--- config.mk ---
export PLATFORM = sky130hd
export DESIGN_NAME = tape_buff_arb
export DESIGN_NICKNAME = d
export VERILOG_FILES = /design/src/rtl/tape_buff_arb.sv
export SDC_FILE = /design/constraint.sdc
export NUM_CORES = 1
export LEC_CHECK = 0
export CAP_MARGIN = 20
export CORE_ASPECT_RATIO = 1.25
export CORE_MARGIN = 1
export CORE_UTILIZATION = 41
export DETAILED_ROUTE_END_ITERATION = 12
export PLACE_DENSITY = 0.73
export SLEW_MARGIN = 30
export SYNTH_ARGS = -nofsm -noshare
export SYNTH_HDL_FRONTEND = slang
export SYNTH_SLANG_ARGS = --single-unit
--- constraint.sdc ---
create_clock -name clk_sys -period 2.41 [get_ports clk_sys]
set_input_delay 0.6025 -clock clk_sys [delete_from_list [all_inputs] [get_ports clk_sys]]
set_output_delay 0.6025 -clock clk_sys [all_outputs]
set_load 0.005 [all_outputs]
--- src/rtl/tape_buff_arb.sv ---
// Single-port buffer RAM sequencer: round-robin read windows for two byte
// readers, with a one-deep holding register for download writes.
module tape_buff_arb #(
    parameter int AW  = 25,
    parameter int WIN = 2,
    parameter int TMO = 64
) (
    input  logic          clk_sys,
    input  logic          reset_n,
    output logic          rd_en0,
    output logic          rd_en1,
    input  logic          rd0,
    input  logic          rd1,
    input  logic [AW-1:0] addr0,
    input  logic [AW-1:0] addr1,
    output logic [7:0]    din0,
    output logic [7:0]    din1,
    input  logic          wr,
    input  logic [AW-1:0] waddr,
    input  logic [7:0]    wdata,
    output logic          wr_busy,
    output logic          mem_rd,
    output logic          mem_we,
    output logic [AW-1:0] mem_addr,
    output logic [7:0]    mem_wdata,
    input  logic [7:0]    mem_dout,
    input  logic          mem_ready,
    output logic          err
);
    localparam int WW = (WIN > 1) ? $clog2(WIN) : 1;
    localparam int TW = $clog2(TMO + 1);
    localparam logic [WW-1:0] WCNT_INIT = WW'(WIN - 1);
    localparam logic [TW-1:0] TCNT_INIT = TW'(TMO);

    typedef enum logic [2:0] {S_IDLE, S_OPEN, S_RD, S_WR, S_GAP} state_t;

    state_t        state_reg, state_next;
    logic          ptr_reg, ptr_next;
    logic [WW-1:0] wcnt_reg, wcnt_next;
    logic [TW-1:0] tcnt_reg, tcnt_next;
    logic [1:0]    rd_en_reg, rd_en_next;
    logic          mem_rd_reg, mem_rd_next;
    logic          mem_we_reg, mem_we_next;
    logic [AW-1:0] mem_addr_reg, mem_addr_next;
    logic [7:0]    mem_wdata_reg, mem_wdata_next;
    logic          err_reg, err_next;
    logic          hold_valid_reg, hold_valid_next;
    logic [AW-1:0] hold_addr_reg, hold_addr_next;
    logic [7:0]    hold_data_reg, hold_data_next;

    logic [1:0]    rd_req;
    logic [AW-1:0] rd_addr [2];
    logic          req_hit;
    logic          timed_out;
    logic          access_done;
    logic          rd_done;
    logic          wr_done;
    logic [7:0]    rd_data;

    assign rd_req     = {rd1, rd0};
    assign rd_addr[0] = addr0;
    assign rd_addr[1] = addr1;
    assign req_hit    = rd_req[ptr_reg];

    // A timeout completes the access exactly as a mem_ready would, with 8'hFF as read data
    assign timed_out   = !mem_ready && (tcnt_reg == '0);
    assign access_done = mem_ready || timed_out;
    assign rd_done     = (state_reg == S_RD) && access_done;
    assign wr_done     = (state_reg == S_WR) && access_done;
    assign rd_data     = mem_ready ? mem_dout : 8'hFF;

    always_ff @(posedge clk_sys or negedge reset_n) begin
        if (!reset_n) begin
            state_reg <= S_IDLE;
        end else begin
            state_reg <= state_next;
        end
    end

    always_comb begin
        state_next = state_reg;
        case (state_reg)
            S_IDLE: state_next = hold_valid_reg ? S_WR : S_OPEN;
            S_OPEN: begin
                if (req_hit) begin
                    state_next = S_RD;
                end else if (wcnt_reg == '0) begin
                    state_next = S_IDLE;
                end
            end
            S_RD, S_WR: begin
                if (access_done) begin
                    state_next = S_GAP;
                end
            end
            S_GAP:   state_next = S_IDLE;
            default: state_next = S_IDLE;
        endcase
    end

    always_comb begin
        ptr_next       = ptr_reg;
        wcnt_next      = wcnt_reg;
        tcnt_next      = tcnt_reg;
        rd_en_next     = rd_en_reg;
        mem_rd_next    = 1'b0;
        mem_we_next    = 1'b0;
        mem_addr_next  = mem_addr_reg;
        mem_wdata_next = mem_wdata_reg;
        err_next       = err_reg;
        case (state_reg)
            S_IDLE: begin
                if (hold_valid_reg) begin
                    mem_we_next    = 1'b1;
                    mem_addr_next  = hold_addr_reg;
                    mem_wdata_next = hold_data_reg;
                    tcnt_next      = TCNT_INIT;
                end else begin
                    rd_en_next[ptr_reg] = 1'b1;
                    wcnt_next           = WCNT_INIT;
                end
            end
            S_OPEN: begin
                if (req_hit) begin
                    mem_rd_next   = 1'b1;
                    mem_addr_next = rd_addr[ptr_reg];
                    tcnt_next     = TCNT_INIT;
                end else if (wcnt_reg == '0) begin
                    rd_en_next[ptr_reg] = 1'b0;
                    ptr_next            = ~ptr_reg;
                end else begin
                    wcnt_next = wcnt_reg - WW'(1);
                end
            end
            S_RD: begin
                if (access_done) begin
                    rd_en_next[ptr_reg] = 1'b0;
                    ptr_next            = ~ptr_reg;
                    err_next            = err_reg | timed_out;
                end else begin
                    tcnt_next = tcnt_reg - TW'(1);
                end
            end
            S_WR: begin
                if (access_done) begin
                    err_next = err_reg | timed_out;
                end else begin
                    tcnt_next = tcnt_reg - TW'(1);
                end
            end
            default: ;
        endcase
    end

    // The holding register may be refilled on the very edge it is released
    always_comb begin
        hold_valid_next = hold_valid_reg && !wr_done;
        hold_addr_next  = hold_addr_reg;
        hold_data_next  = hold_data_reg;
        if (wr && !hold_valid_next) begin
            hold_valid_next = 1'b1;
            hold_addr_next  = waddr;
            hold_data_next  = wdata;
        end
    end

    always_ff @(posedge clk_sys or negedge reset_n) begin
        if (!reset_n) begin
            ptr_reg        <= 1'b0;
            wcnt_reg       <= '0;
            tcnt_reg       <= '0;
            rd_en_reg      <= '0;
            mem_rd_reg     <= 1'b0;
            mem_we_reg     <= 1'b0;
            mem_addr_reg   <= '0;
            mem_wdata_reg  <= '0;
            err_reg        <= 1'b0;
            hold_valid_reg <= 1'b0;
            hold_addr_reg  <= '0;
            hold_data_reg  <= '0;
        end else begin
            ptr_reg        <= ptr_next;
            wcnt_reg       <= wcnt_next;
            tcnt_reg       <= tcnt_next;
            rd_en_reg      <= rd_en_next;
            mem_rd_reg     <= mem_rd_next;
            mem_we_reg     <= mem_we_next;
            mem_addr_reg   <= mem_addr_next;
            mem_wdata_reg  <= mem_wdata_next;
            err_reg        <= err_next;
            hold_valid_reg <= hold_valid_next;
            hold_addr_reg  <= hold_addr_next;
            hold_data_reg  <= hold_data_next;
        end
    end

    genvar gi;
    generate
        for (gi = 0; gi < 2; gi++) begin : g_din
            logic [7:0] din_reg;
            always_ff @(posedge clk_sys or negedge reset_n) begin
                if (!reset_n) begin
                    din_reg <= '0;
                end else if (rd_done && (ptr_reg == 1'(gi))) begin
                    din_reg <= rd_data;
                end
            end
        end
    endgenerate

    assign rd_en0    = rd_en_reg[0];
    assign rd_en1    = rd_en_reg[1];
    assign din0      = g_din[0].din_reg;
    assign din1      = g_din[1].din_reg;
    assign wr_busy   = hold_valid_reg;
    assign mem_rd    = mem_rd_reg;
    assign mem_we    = mem_we_reg;
    assign mem_addr  = mem_addr_reg;
    assign mem_wdata = mem_wdata_reg;
    assign err       = err_reg;
endmodule
==> summary.md <==
| Metric | Value |
|---|---|
| Share of layout cells above drive strength 1 | 18.1% |
| Synthesized area per cell | 12.0 um^2 |
| Initial antenna violation count | 0 |
| Initial Utilization | 42.3% |
| Max clock buf depth | 2 |
| DRC | 8 |
| Chip height | 122 um |
| Detailed Place HPWL | 7.88 mm |
| Post-synth EDFFs | 0 |
| Async set-reset flop share out of synthesis | 100% |
| Hold Buf Count CTS | 0 |
| Max-cap violations | 0 |
| GPL Wtd Cong | 0.789 |
| CP max FO | 8 |
| Wire per inst | 15.5 um |
| Core Rows | 43 |
| Total Power Consumption | 0.00827 W |
| Sequential area share after synthesis | 53.2% |
| Final min period | 2.27 ns |
| Vias in the first global route | 3583 |
| Worst reg-to-reg path cell count | 5 |
| YS warnings | 0 |
| Total GRT Usage | 18.8% |
| Clk_lat worst skew | 0.34 ns |
| Final setup violating endpoints | 0 |
| Vias | 3467 |
| R2r endpoint | hold_data_reg[2]$_DFFE_PN0P_ |
| PostCTS Resize Cnt | 0 |
| FF+latch count, synth | 100 |
| Area Overhead vs Synth | 43.1% |
| Final worst path period share | 94.1% |
| Most frequent cells in the layout | 150 x clkdlybuf4s50_1, 99 x dfrtp_1, 57 x nand2_1 |
| CTS root buf | clkbuf_16 |
| CTS Sinks | 100 |
| Syn nets | 492 |
| Total CTS buffers | 9 |
| Hold slack | 0.171 ns |
| Antenna cells | 0 |
| Final slew viol count | 0 |
| DIE AREA | 11900 um^2 |
| Global-route wire length before repair | 17.6 mm |
| Power per cell area | 1230 nW/um^2 |
| Failing checks | DRC |
| Number of DRC markers in iteration 0 | 159 |
| FMAX | 441 MHz |
| RSZ-0062 raised after global routing | no |
| Skew final | 0.00800 ns |
| Port bufs | 151 |
| Final hold vios | 0 |
| Syn Inst Count | 393 |
| Commonest non-fill, non-tap cell in the layout | clkdlybuf4s50_1 |
| Setup bufs post-CTS | 0 |
| CP Class | flop to flop |
| Routed Antenna Nets | 0 |
| Worst EP required | 2.64 ns |
| Leakage power | 2.88 nW |
| Synth Cell Area | 4710 um^2 |
| Status | finished with violations |
| Clock-pin slew on the worst setup and hold paths | 0.07 ns |
| Worst-Margin Slew | 0.525 ns |
| Synth unique cells | 50 |
| CP Launch Type | flop |
| Core ar. | 11100 um^2 |
| Worst VDD drop | 0.430 mV |
| Wirelength, routed | 10.7 mm |
| HP Class | input port to async pin |
| Overflow after GRT | 0 |
| R2R Path Start | tcnt_reg[3]$_DFFE_PN0P_ |
| CTS tree | yes |
| Layout Nets | 646 |
| Main flop type after synthesis | dfrtp_1 |
| Flop2flop setup slack | 0.14 ns |
| Largest net degree at the start of global routing | 55 |
| DIE WIDTH | 97.8 um |
| Critical path capture point type | flop |
| Number of I/O pins | 152 |
| Arrival @ worst endpoint | 2.50 ns |
| CTS H-tree depth | 3 |
| Initial DRT Pass Iterations | 8 |
| Slew headroom | 65.0% |
| Avg Vias per Cell | 5.05 |
==> worst max-delay path, stage by stage (launching register included) <==
cell and delay, ns:
dfrtp_1 0.42, or4_4 0.60, o31a_4 0.34, o22ai_4 0.21, buf_4 0.25, mux2_2 0.35
==> cell type report <==
class                           count  area, um^2
Multi-Input combinational cell    261        2040
Fill cell                         889        4400
Tap cell                          135         169
Clock inverter                      6        93.8
Sequential cell                   100        2500
Timing Repair Buffer              167        1670
Clock buffer                       10         229
Inverter                            8        30.0
==> per-layer routing <==
layer	wire length (um)	up-vias	global-route usage [%]
met2	5600	100	33.2
met4	150	0	7.01
li1	-	1690	-
met5	0	-	0
met3	523	13	4.13
met1	4400	1664	22.3
==> worst max-delay path by stage <==
stage | end | cells past startpoint | start
final | hold_data_reg[2]$_DFFE_PN0P_ | 5 | tcnt_reg[3]$_DFFE_PN0P_
after global routing | hold_data_reg[2]$_DFFE_PN0P_ | 5 | tcnt_reg[2]$_DFFE_PN0P_
after CTS | hold_data_reg[2]$_DFFE_PN0P_ | 5 | tcnt_reg[3]$_DFFE_PN0P_
after detailed placement | tcnt_reg[4]$_DFFE_PN0P_ | 7 | rd1
after global placement | tcnt_reg[4]$_DFFE_PN0P_ | 7 | rd1
after floorplan | hold_addr_reg[0]$_DFFE_PN0P_ | 5 | tcnt_reg[3]$_DFFE_PN0P_
==> power by group <==
group          leakage (nW)  switching, W  total, W  internal [W]
Combinational          1.54       0.00149   0.00371       0.00222
Sequential             1.19      0.000517   0.00301       0.00249
Clock                 0.154      0.000630   0.00155      0.000919
==> cell usage after synthesis, types with 3 or more instances <==
cell type	n	area share, %
dfrtp_1	100	53
nand2_1	57	4.5
o21ai_0	55	5.8
mux2_4	30	9.6
mux2i_1	28	6.0
mux2_2	27	6.5
clkbuf_1	15	1.2
nand2b_1	11	1.5
inv_1	8	0.64
a21oi_1	6	0.64
nor2_1	6	0.48
buf_8	3	0.96
nor4_1	3	0.40
==> through the flow <==
step	instances	setup TNS, ns	instance area (um^2)	setup WS (ns)	utilization [%]
6_report	687	0	6740	0.142	60.5
5_1_grt	687	0	6740	0.0475	60.5
4_1_cts	687	0	6740	0.117	60.5
3_5_place_dp	671	-0.0460	6410	-0.0460	57.6
3_3_place_gp	671	0	6410	0.0383	57.6
2_1_floorplan	393	0	4710	0.264	-
==> logic make-up after synthesis <==
family,after synthesis,synth area share [%]
AOI/OAI and AO/OA,77,10.3
buffers and inverters,32,3.56
muxes,85,22.0
DFF,100,53.2
adders and majority gates,2,0.532
and+or+nand+nor,96,10.3
xor gates and xnor gates,1,0.186
Note: power is estimated with default switching activity, not from simulation.
